File: src/rtl/decoder_n_scan.sv
// ---------------------------------------------------------------------------
// decoder_n_scan
// Registered SEL_W-to-2**SEL_W one-hot (or one-cold) decoder with two modes:
//   direct : cur_sel captures sel_in on sel_vld, y decodes cur_sel
//   scan   : cur_sel steps cyclically, each index held DIV_MAX+1 clocks
//
// Ports
//   sys_clk    in   1      rising-edge clock
//   sys_rst_n  in   1      asynchronous active-low reset
//   en         in   1      output enable; low forces y inactive and freezes scan
//   mode       in   1      0 = direct decode, 1 = scan
//   sel_in     in   SEL_W  direct-mode select value
//   sel_vld    in   1      capture strobe for sel_in (direct mode only)
//   skip_mask  in   OUT_W  indices to skip while scanning (DECODER_SKIP_EN only)
//   y          out  OUT_W  registered decode output
//   cur_sel    out  SEL_W  registered current index
//   wrap       out  1      one-clock pulse when the scan index wraps
//
// Optional feature macro: DECODER_SKIP_EN (adds skip_mask).
// ---------------------------------------------------------------------------
module decoder_n_scan #(
    parameter int unsigned SEL_W      = 3,
    parameter int unsigned DIV_MAX    = 49999,
    parameter bit          ACTIVE_LOW = 1'b0
) (
    input  logic                    sys_clk,
    input  logic                    sys_rst_n,
    input  logic                    en,
    input  logic                    mode,
    input  logic [SEL_W-1:0]        sel_in,
    input  logic                    sel_vld,
`ifdef DECODER_SKIP_EN
    input  logic [(2**SEL_W)-1:0]   skip_mask,
`endif
    output logic [(2**SEL_W)-1:0]   y,
    output logic [SEL_W-1:0]        cur_sel,
    output logic                    wrap
);

    localparam int unsigned OUT_W = 2**SEL_W;
    localparam int unsigned CNT_W = (DIV_MAX < 1) ? 1 : $clog2(DIV_MAX + 1);

    localparam logic [OUT_W-1:0] Y_IDLE   = {OUT_W{ACTIVE_LOW}};
    localparam logic [CNT_W-1:0] CNT_TERM = CNT_W'(DIV_MAX);

    logic [CNT_W-1:0] cnt;
    logic [CNT_W-1:0] cnt_nxt;
    logic [SEL_W-1:0] sel_nxt;
    logic             wrap_nxt;
    logic [OUT_W-1:0] y_nxt;
    logic             mode_d;

    logic [SEL_W-1:0] step_sel;
    logic             step_wrap;
    logic             scan_stall;

`ifdef DECODER_SKIP_EN
    logic [SEL_W-1:0] cand;
    logic             found;

    // Next unmasked index after cur_sel, searched cyclically; the last
    // candidate (offset OUT_W) is cur_sel itself.
    always_comb begin
        step_sel  = cur_sel;
        step_wrap = 1'b0;
        cand      = cur_sel;
        found     = 1'b0;
        for (int unsigned i = 1; i <= OUT_W; i++) begin
            cand = cur_sel + SEL_W'(i);
            if (!found && !skip_mask[cand]) begin
                step_sel = cand;
                found    = 1'b1;
            end
        end
        step_wrap  = found && (step_sel <= cur_sel);
        scan_stall = &skip_mask;
    end
`else
    // Plain cyclic step; natural modulo-2**SEL_W wrap.
    always_comb begin
        step_sel   = cur_sel + SEL_W'(1);
        step_wrap  = &cur_sel;
        scan_stall = 1'b0;
    end
`endif

    // Next-state for index, dwell counter, wrap pulse and output.
    always_comb begin
        cnt_nxt  = cnt;
        sel_nxt  = cur_sel;
        wrap_nxt = 1'b0;
        y_nxt    = Y_IDLE;

        if (!en) begin
            cnt_nxt = '0;
        end else if (!mode) begin
            cnt_nxt = '0;
            if (sel_vld) begin
                sel_nxt = sel_in;
            end
        end else if (!mode_d || scan_stall) begin
            // entering scan restarts the dwell so the first index gets a full period
            cnt_nxt = '0;
        end else if (cnt == CNT_TERM) begin
            cnt_nxt  = '0;
            sel_nxt  = step_sel;
            wrap_nxt = step_wrap;
        end else begin
            cnt_nxt = cnt + CNT_W'(1);
        end

        if (en && !(mode && scan_stall)) begin
            y_nxt = Y_IDLE ^ (OUT_W'(1) << cur_sel);
        end
    end

    // State and output registers.
    always_ff @(posedge sys_clk or negedge sys_rst_n) begin
        if (!sys_rst_n) begin
            cnt     <= '0;
            cur_sel <= '0;
            wrap    <= 1'b0;
            y       <= Y_IDLE;
            mode_d  <= 1'b0;
        end else begin
            cnt     <= cnt_nxt;
            cur_sel <= sel_nxt;
            wrap    <= wrap_nxt;
            y       <= y_nxt;
            mode_d  <= mode;
        end
    end

endmodule
File: config.mk
export PLATFORM = sky130hd
export DESIGN_NAME = decoder_n_scan
export DESIGN_NICKNAME = d
export VERILOG_FILES = /design/src/rtl/decoder_n_scan.sv
export SDC_FILE = /design/constraint.sdc
export NUM_CORES = 1
export LEC_CHECK = 0
export CORE_MARGIN = 1.5
export CORE_UTILIZATION = 50
export CTS_CLUSTER_DIAMETER = 60
export CTS_CLUSTER_SIZE = 16
export DETAILED_ROUTE_END_ITERATION = 8
export PLACE_DENSITY = 0.8
export SLEW_MARGIN = 40
export SYNTH_ARGS = -nofsm -noshare
export SYNTH_HDL_FRONTEND = slang
export SYNTH_SLANG_ARGS = --single-unit
File: constraint.sdc
create_clock -name sys_clk -period 2.84 [get_ports sys_clk]
set_clock_uncertainty 0.2 [all_clocks]
set_input_delay 0.426 -clock sys_clk [delete_from_list [all_inputs] [get_ports sys_clk]]
set_output_delay 0.426 -clock sys_clk [all_outputs]
set_load 0.05 [all_outputs]
==> results of run 1 <==
==> layer usage <==
| metal | share of wire [%] | routed length [microns] |
|---|---|---|
| met1 | 48 | 1290 |
| met2 | 46 | 1240 |
| met3 | 3.2 | 87 |
| met4 | 2.7 | 74 |
| met5 | 0 | 0 |
==> synth_stat cells, types with 2 or more instances <==
cell / number / area [sq um]
dfrtp_1: 29 / 726
and2_1: 2 / 12.5
nand4_1: 5 / 31.3
nor4_1: 5 / 31.3
nor3_2: 2 / 20.0
o22ai_1: 3 / 18.8
nor2_2: 3 / 18.8
xnor2_1: 12 / 105
nand3_1: 6 / 30.0
nand4_2: 3 / 37.5
and3_1: 10 / 62.6
xor2_1: 2 / 17.5
nor3_1: 4 / 20.0
ha_1: 7 / 87.6
inv_1: 6 / 22.5
nand2_1: 2 / 7.51
nor2_1: 18 / 67.6
==> sequential cells by signal, indices dropped and copies added (netlist names) <==
register  flops
cnt          16
cur_sel       3
mode_d        1
wrap          1
y             8
==> report_power, final <==
part           switching [mW]  total (mW)  internal [mW]
registers              0.0140       0.441          0.427
logic                  0.0905       0.143         0.0523
clock network           0.148       0.292          0.143
total                   0.253       0.875          0.622
==> path summary, 6_finish.rpt <==
kind                             from    endpoint  slack [ps]  cells after the start
max                        cur_sel[2]  cur_sel[2]         570                      1
min                         sys_rst_n        wrap         250                      2
max reg2reg                    cnt[0]     cnt[15]         860                      5
min reg2reg                    cnt[0]      cnt[0]         280                      1
max in group asynchronous   sys_rst_n        y[1]        1930                      2
min in group sys_clk           cnt[0]      cnt[0]         280                      1
==> layout make-up <==
type | instances | area share, %
multi-input combinational | 95 | 39.3
sequential | 29 | 41.8
inverter | 6 | 1.30
timing repair buffer | 20 | 11.4
clock inverter | 1 | 0.288
tap | 31 | 2.23
clock buffer | 7 | 3.74
==> through the flow <==
| step | utilization, % | cells | power, mW | worst slack (ps) |
|---|---|---|---|---|
| after floorplan | - | 133 | 0.535 | 1040 |
| after detailed placement | 60.5 | 181 | 0.593 | 695 |
| after global routing | 63.0 | 189 | 0.910 | 525 |
| final | 63.0 | 189 | 0.875 | 569 |
| after global placement | 60.5 | 181 | 0.588 | 783 |
| after CTS | 63.0 | 189 | 0.888 | 546 |
==> kinds of logic (layout without fill, tap and decap cells) <==
group	count (synthesis)	after routing
multiplexers	1	1
AND/OR/NAND/NOR	70	70
flip-flops	29	29
buffers and inverters	9	34
XOR/XNOR	14	14
adder cells (fa/ha/maj)	7	7
AO/OA/AOI/OAI	3	3
==> flow_summary.ini, run 1 <==
[timing]
fin_crit_sh_pct = 80.0
setup_viol = 0
fmax_mhz = 440
max_slew.worst_pin.slew_ps = 501
finalCriticalPeriod_ps = 2270
whs_ps = 252
report.final.slew_viol_count = 0
setup_tns_ps = 0
relSlewSlack_pct = 66.5
rsz0062_at_grt = no
hold_viol_final = 0

[yosys]
ys_warn_count = 0
async_flop_share_pct = 100
synthSimpleGateAreaFrac_pct = 30.6
synthMuxAreaShare_pct = 0.690
synth_top_family_by_area = simple AND/OR/NAND/NOR gates
synthFlopType = dfrtp_1
synth_xor_area_share_pct = 8.45
synth_cell_types = 31
synth-edff-count = 0
ys_seq_area_share_pct = 50.0
syn_area_sq_mm = 0.00145
syn_nets = 148
synthAdderAreaFrac_pct = 6.03
synth.avg_cell_area_sq_um = 10.9
synth_seq_cells = 29
synth-compound-area-share_pct = 1.29
syn-instance-count = 133

[clocking]
cts_buffers = 5
clk_path_buf_depth = 2
root_buffer = clkbuf_4
cts-resized-gates = 0
insertion_delay_ps = 340
path_clk_slew_ps = 100
postCtsSetupBuffers = 0
cts_tree = done
cts_hold_buf = 0
htree_num_levels = 2
cts.sinks = 29

[place]
gp_congestion = 0.891
place_hpwl_microns = 1890
place_area_sq_mm = 0.00167
portBuffers = 19

[grt]
antenna_found_initial = 0
overflow = 0
grt_pass1_vias = 1027
grt_max_degree = 30
grt_busiest_layer = met2
grt_pass1_wl_microns = 4770
met1_usage_pct = 25.5
grtUsageMet3_pct = 4.84
grt_usage_pct = 19.7
grt_use_met2_pct = 30.1

[final_layout]
seqCellArea_sq_um = 726
area_growth_pct = 19.7
n_antenna_cell = 0
nFillCells = 217
final_cell_mix = dfrtp_1, clkdlybuf4s50_1, nor2_1, xnor2_1, and3_1
layout-drive-gt1-share_pct = 14.6
nNetsFinal = 172
fin_area_sq_mm = 0.00174
layout_commonest_cell = dfrtp_1
multi_input_area_sq_um = 683

[detailed_routing]
ant_nets = 0
via_per_inst = 5.52
dr.first_iter.drc_count = 26
drtPass1Iterations = 4
drc = 0
vias = 1043
wire_per_inst_microns = 14.3
wl_microns = 2700

[setup_path]
cp_slowest_stage_delay_ps = 840
cp.required_ps = 2210
start_kind = register
cp_max_fo = 7
crit_path_end_kind = output pin
critical_path_buf_inv_count = 1
cp.arrival_ps = 1640
cpMaxStageDelayCell = clkdlybuf4s50_1
path_cells = clkdlybuf4s50_1
cpLargestDelayFamily = buffers and inverters
path_class = register to output pin

[status]
status = completed

[die]
die-area_sq_mm = 0.00323
io_pins = 20
die_width_microns = 56.9
std_cell_rows = 19
initial_core_util_pct = 52.6
core_area_sq_mm = 0.00276
die_h_microns = 56.9

[power]
leakage_nw = 0.735
ir_worst_vdd_uv = 350
p_per_area_mw_per_mm2 = 504

[flow_run]
drv_cap = 0

[hold_path]
min_path_type = input port to asynchronous set/reset pin
Power figures use the tool's default switching activity.
==> run 2: changes to the inputs <==
Settings changed: CORE_UTILIZATION 50 to 48.
Clock period 2.84 ns to 2 ns, I/O delays scaled along.
==> flow_summary.ini, run 2 (synthesized netlist as in run 1, its figures left out) <==
[status]
status = completed

[final_layout]
layout_commonest_cell = dfrtp_1
nNetsFinal = 174
nFillCells = 232
n_antenna_cell = 0
area_growth_pct = 20.0
top_register = cnt
largest_reg_flops = 16
final_cell_mix = dfrtp_1, nor2_1, xnor2_1, and3_1, clkdlybuf4s50_1
top_regs = cnt x16, y x8, cur_sel x3
layout-drive-gt1-share_pct = 16.9

[timing]
hold_viol_final = 0
rsz0062_at_grt = no
whs_ps = 140
fmax_mhz = 510
finalCriticalPeriod_ps = 1960
max_slew.worst_pin.slew_ps = 509
setup_viol = 0
setup_tns_ps = 0
fin_crit_sh_pct = 98.0
report.final.slew_viol_count = 0
relSlewSlack_pct = 66.0

[power]
p_comb_share_pct = 17.6
power.net_switching_mw = 0.348
p_sw_share_pct = 30.0
p_per_area_mw_per_mm2 = 667
leakage_nw = 0.845
p_int_mw = 0.813
p_seq_share_pct = 54.0
ir_worst_vdd_uv = 445
pwr-share-clk_pct = 28.4

[clocking]
cts_buffers = 5
cts_tree = done
root_buffer = clkbuf_4
clk_path_buf_depth = 2
postCtsSetupBuffers = 0
insertion_delay_ps = 330
cts_hold_buf = 0
path_clk_slew_ps = 90
htree_num_levels = 2
cts.sinks = 29
cts-resized-gates = 0

[place]
place_hpwl_microns = 2030
gp_congestion = 0.993
portBuffers = 19

[setup_path]
crit_path_end_kind = output pin
cp_slowest_stage_delay_ps = 790
path_class = register to output pin
start_kind = register
cp.required_ps = 1500
path_cells = clkdlybuf4s50_1
cpLargestDelayFamily = buffers and inverters
r2r_cells = 5
cp.arrival_ps = 1460
cpMaxStageDelayCell = clkdlybuf4s50_1
critical_path_buf_inv_count = 1
worst-path-stages = 1
cp_max_fo = 1

[die]
die_h_microns = 58.0
die_width_microns = 58.0
die-area_sq_mm = 0.00336
io_pins = 20
initial_core_util_pct = 51.7
std_cell_rows = 19
core_area_sq_mm = 0.00281

[hold_path]
min_path_type = input port to asynchronous set/reset pin

[detailed_routing]
wire_per_inst_microns = 14.6
dr.first_iter.drc_count = 49
vias = 1093
via_per_inst = 5.72
drc = 0
wl_microns = 2780
ant_nets = 0
drtPass1Iterations = 4

[grt]
grt_usage_pct = 19.5
overflow = 0
grt_pass1_wl_microns = 4810
grt_max_degree = 30
antenna_found_initial = 0
grt_pass1_vias = 1051

[flow_run]
drv_cap = 0
run 2: changes by cell type in the layout (fill, tap and decap cells not counted), sizes merged:
cell	delta
clkdlybuf4s50	-9
clkinv	+1
dlymetal6s2s	+6
buf	+5
clkbuf	-1
run 2: metrics by stage:
stage	total power, mW	setup WS [ps]	cell area, sq um	cells	utilization, %
floorplan	0.760	196	1450	133	-
global placement	0.837	226	1680	183	59.7
detailed placement	0.846	160	1680	183	59.7
CTS	1.18	4.00	1730	191	61.6
global route	1.22	1.95	1740	191	62.1
finish	1.16	39.9	1740	191	62.1
run 2: final cells by class:
class                      instances  area (sq um)  area share [%]
tap                               31          38.8            2.23
inverter                           6          22.5            1.29
timing repair buffer              22           220            12.6
multi-input combinational         95           683            39.2
clock buffer                       6          41.3            2.37
clock inverter                     2          10.0           0.575
sequential                        29           726            41.7
run 2: worst paths after layout:
kind	start	to	slack, ps
max	y[7]	y[7]	40
min reg2reg	cnt[0]	cnt[0]	290
max in group asynchronous	sys_rst_n	cnt[10]	1190
max reg2reg	cnt[10]	cnt[14]	140
min in group sys_clk	cnt[0]	cnt[0]	290
min	sys_rst_n	cnt[0]	140
run 2: power by group through the flow:
stage | clock (mW) | combinational, mW | sequential, mW
after CTS | 0.344 | 0.207 | 0.627
after global placement | 0 | 0.200 | 0.637
final | 0.330 | 0.205 | 0.627
after floorplan | 0 | 0.0592 | 0.700
after global routing | 0.368 | 0.221 | 0.630
after detailed placement | 0 | 0.207 | 0.639
run 2: per-layer routing:
layer	wire (microns)	GRT usage, %
met1	1230	24.5
met3	176	7.14
met4	66	8.97
met2	1310	30.0
met5	0	0
==> run 3: changes to the inputs <==
Settings changed: PLACE_DENSITY 0.8 to 0.73.
==> flow_summary.ini, run 3 (synthesized netlist as in run 1, its figures left out) <==
[clocking]
root_buffer = clkbuf_4
insertion_delay_ps = 330
cts.sinks = 29
cts_hold_buf = 0
path_clk_slew_ps = 100
htree_num_levels = 2
clk_path_buf_depth = 2
cts_buffers = 5
cts_tree = done

[detailed_routing]
ant_nets = 0
wl_microns = 2730
drc = 0
vias = 1062
dr.first_iter.drc_count = 43
wire_per_inst_microns = 14.3
drtPass1Iterations = 6
via_per_inst = 5.59

[final_layout]
layout_commonest_cell = dfrtp_1
top_regs = cnt x16, y x8, cur_sel x3
largest_reg_flops = 16
layout-drive-gt1-share_pct = 17.0
area_growth_pct = 20.3
final_cells = 190
final_cell_mix = dfrtp_1, nor2_1, xnor2_1, and3_1, clkdlybuf4s50_1
nNetsFinal = 173
n_antenna_cell = 0
final_util_pct = 62.2
top_register = cnt

[setup_path]
cp.arrival_ps = 1450
cp_max_fo = 1
start_kind = register
cp.required_ps = 1500
path_cells = clkdlybuf4s50_1
crit_path_end_kind = output pin
cpMaxStageDelayCell = clkdlybuf4s50_1
cpLargestDelayFamily = buffers and inverters
path_class = register to output pin
critical_path_buf_inv_count = 1
cp_slowest_stage_delay_ps = 790

[power]
ir_worst_vdd_uv = 431
leakage_nw = 0.846
p_total_mw = 1.18
p_per_area_mw_per_mm2 = 676

[grt]
grt_usage_pct = 18.9
grt_pass1_vias = 1025
overflow = 0
antenna_found_initial = 0
grt_pass1_wl_microns = 4710
grt_max_degree = 30

[hold_path]
min_path_type = input port to asynchronous set/reset pin

[timing]
finalCriticalPeriod_ps = 1950
setup_viol = 0
fmax_mhz = 512
max_slew.worst_pin.slew_ps = 504
report.final.slew_viol_count = 0
setup_tns_ps = 0
hold_viol_final = 0
fin_ws_ps = 45.4
relSlewSlack_pct = 66.3
fin_crit_sh_pct = 97.7

[status]
status = completed

[die]
die_h_microns = 58.0
initial_core_util_pct = 51.7
core_area_sq_mm = 0.00281
die-area_sq_mm = 0.00336
std_cell_rows = 19
io_pins = 20
die_width_microns = 58.0

[place]
gp_congestion = 0.812
dpl.cell_count = 182
post-place-ws_ps = 29.4
place_hpwl_microns = 1920
portBuffers = 19

[flow_run]
drv_cap = 0
==> run 3: layout make-up <==
cell class,instances,area (sq um)
clock buffer,5,37.5
inverter,6,22.5
clock inverter,3,17.5
multi-input combinational,95,692
fill,235,1060
sequential,29,726
tap,31,38.8
timing repair buffer,21,211
==> run 3: path summary, 6_finish.rpt <==
path | startpoint | endpoint | slack, ps | depth (start not counted)
setup / recovery | y[7] | y[7] | 50 | 1
setup reg to reg | cnt[0] | cnt[14] | 180 | 5
max in group asynchronous | sys_rst_n | y[1] | 1190 | 2
hold / removal | sys_rst_n | mode_d | 140 | 2
hold reg to reg | cnt[0] | cnt[0] | 310 | 1
min in group sys_clk | cnt[0] | cnt[0] | 310 | 1
==> run 3: per-stage QoR <==
step                hold slack, ps  cell area (sq um)
floorplan                     -196               1450
global placement               261               1670
detailed placement             277               1670
CTS                            138               1720
global route                   164               1750
finish                         137               1750
==> run 3: per-layer routing <==
layer / up-vias / routed length, microns / GRT usage (%)
met5: - / 0 / 0
met2: 19 / 1250 / 28.6
met1: 522 / 1310 / 25.0
met4: 0 / 48 / 7.31
li1: 516 / - / -
met3: 5 / 114 / 6.70
==> run 3: timing repair <==
action | in CTS | in global routing
gates resized for setup | 1 | 7
buffers inserted | 0 | 0
setup endpoints to repair | 1 | 22
==> run 3: power by group <==
group,switching [mW],internal [mW]
clock network,0.216,0.132
registers,0.0202,0.606
logic,0.133,0.0729
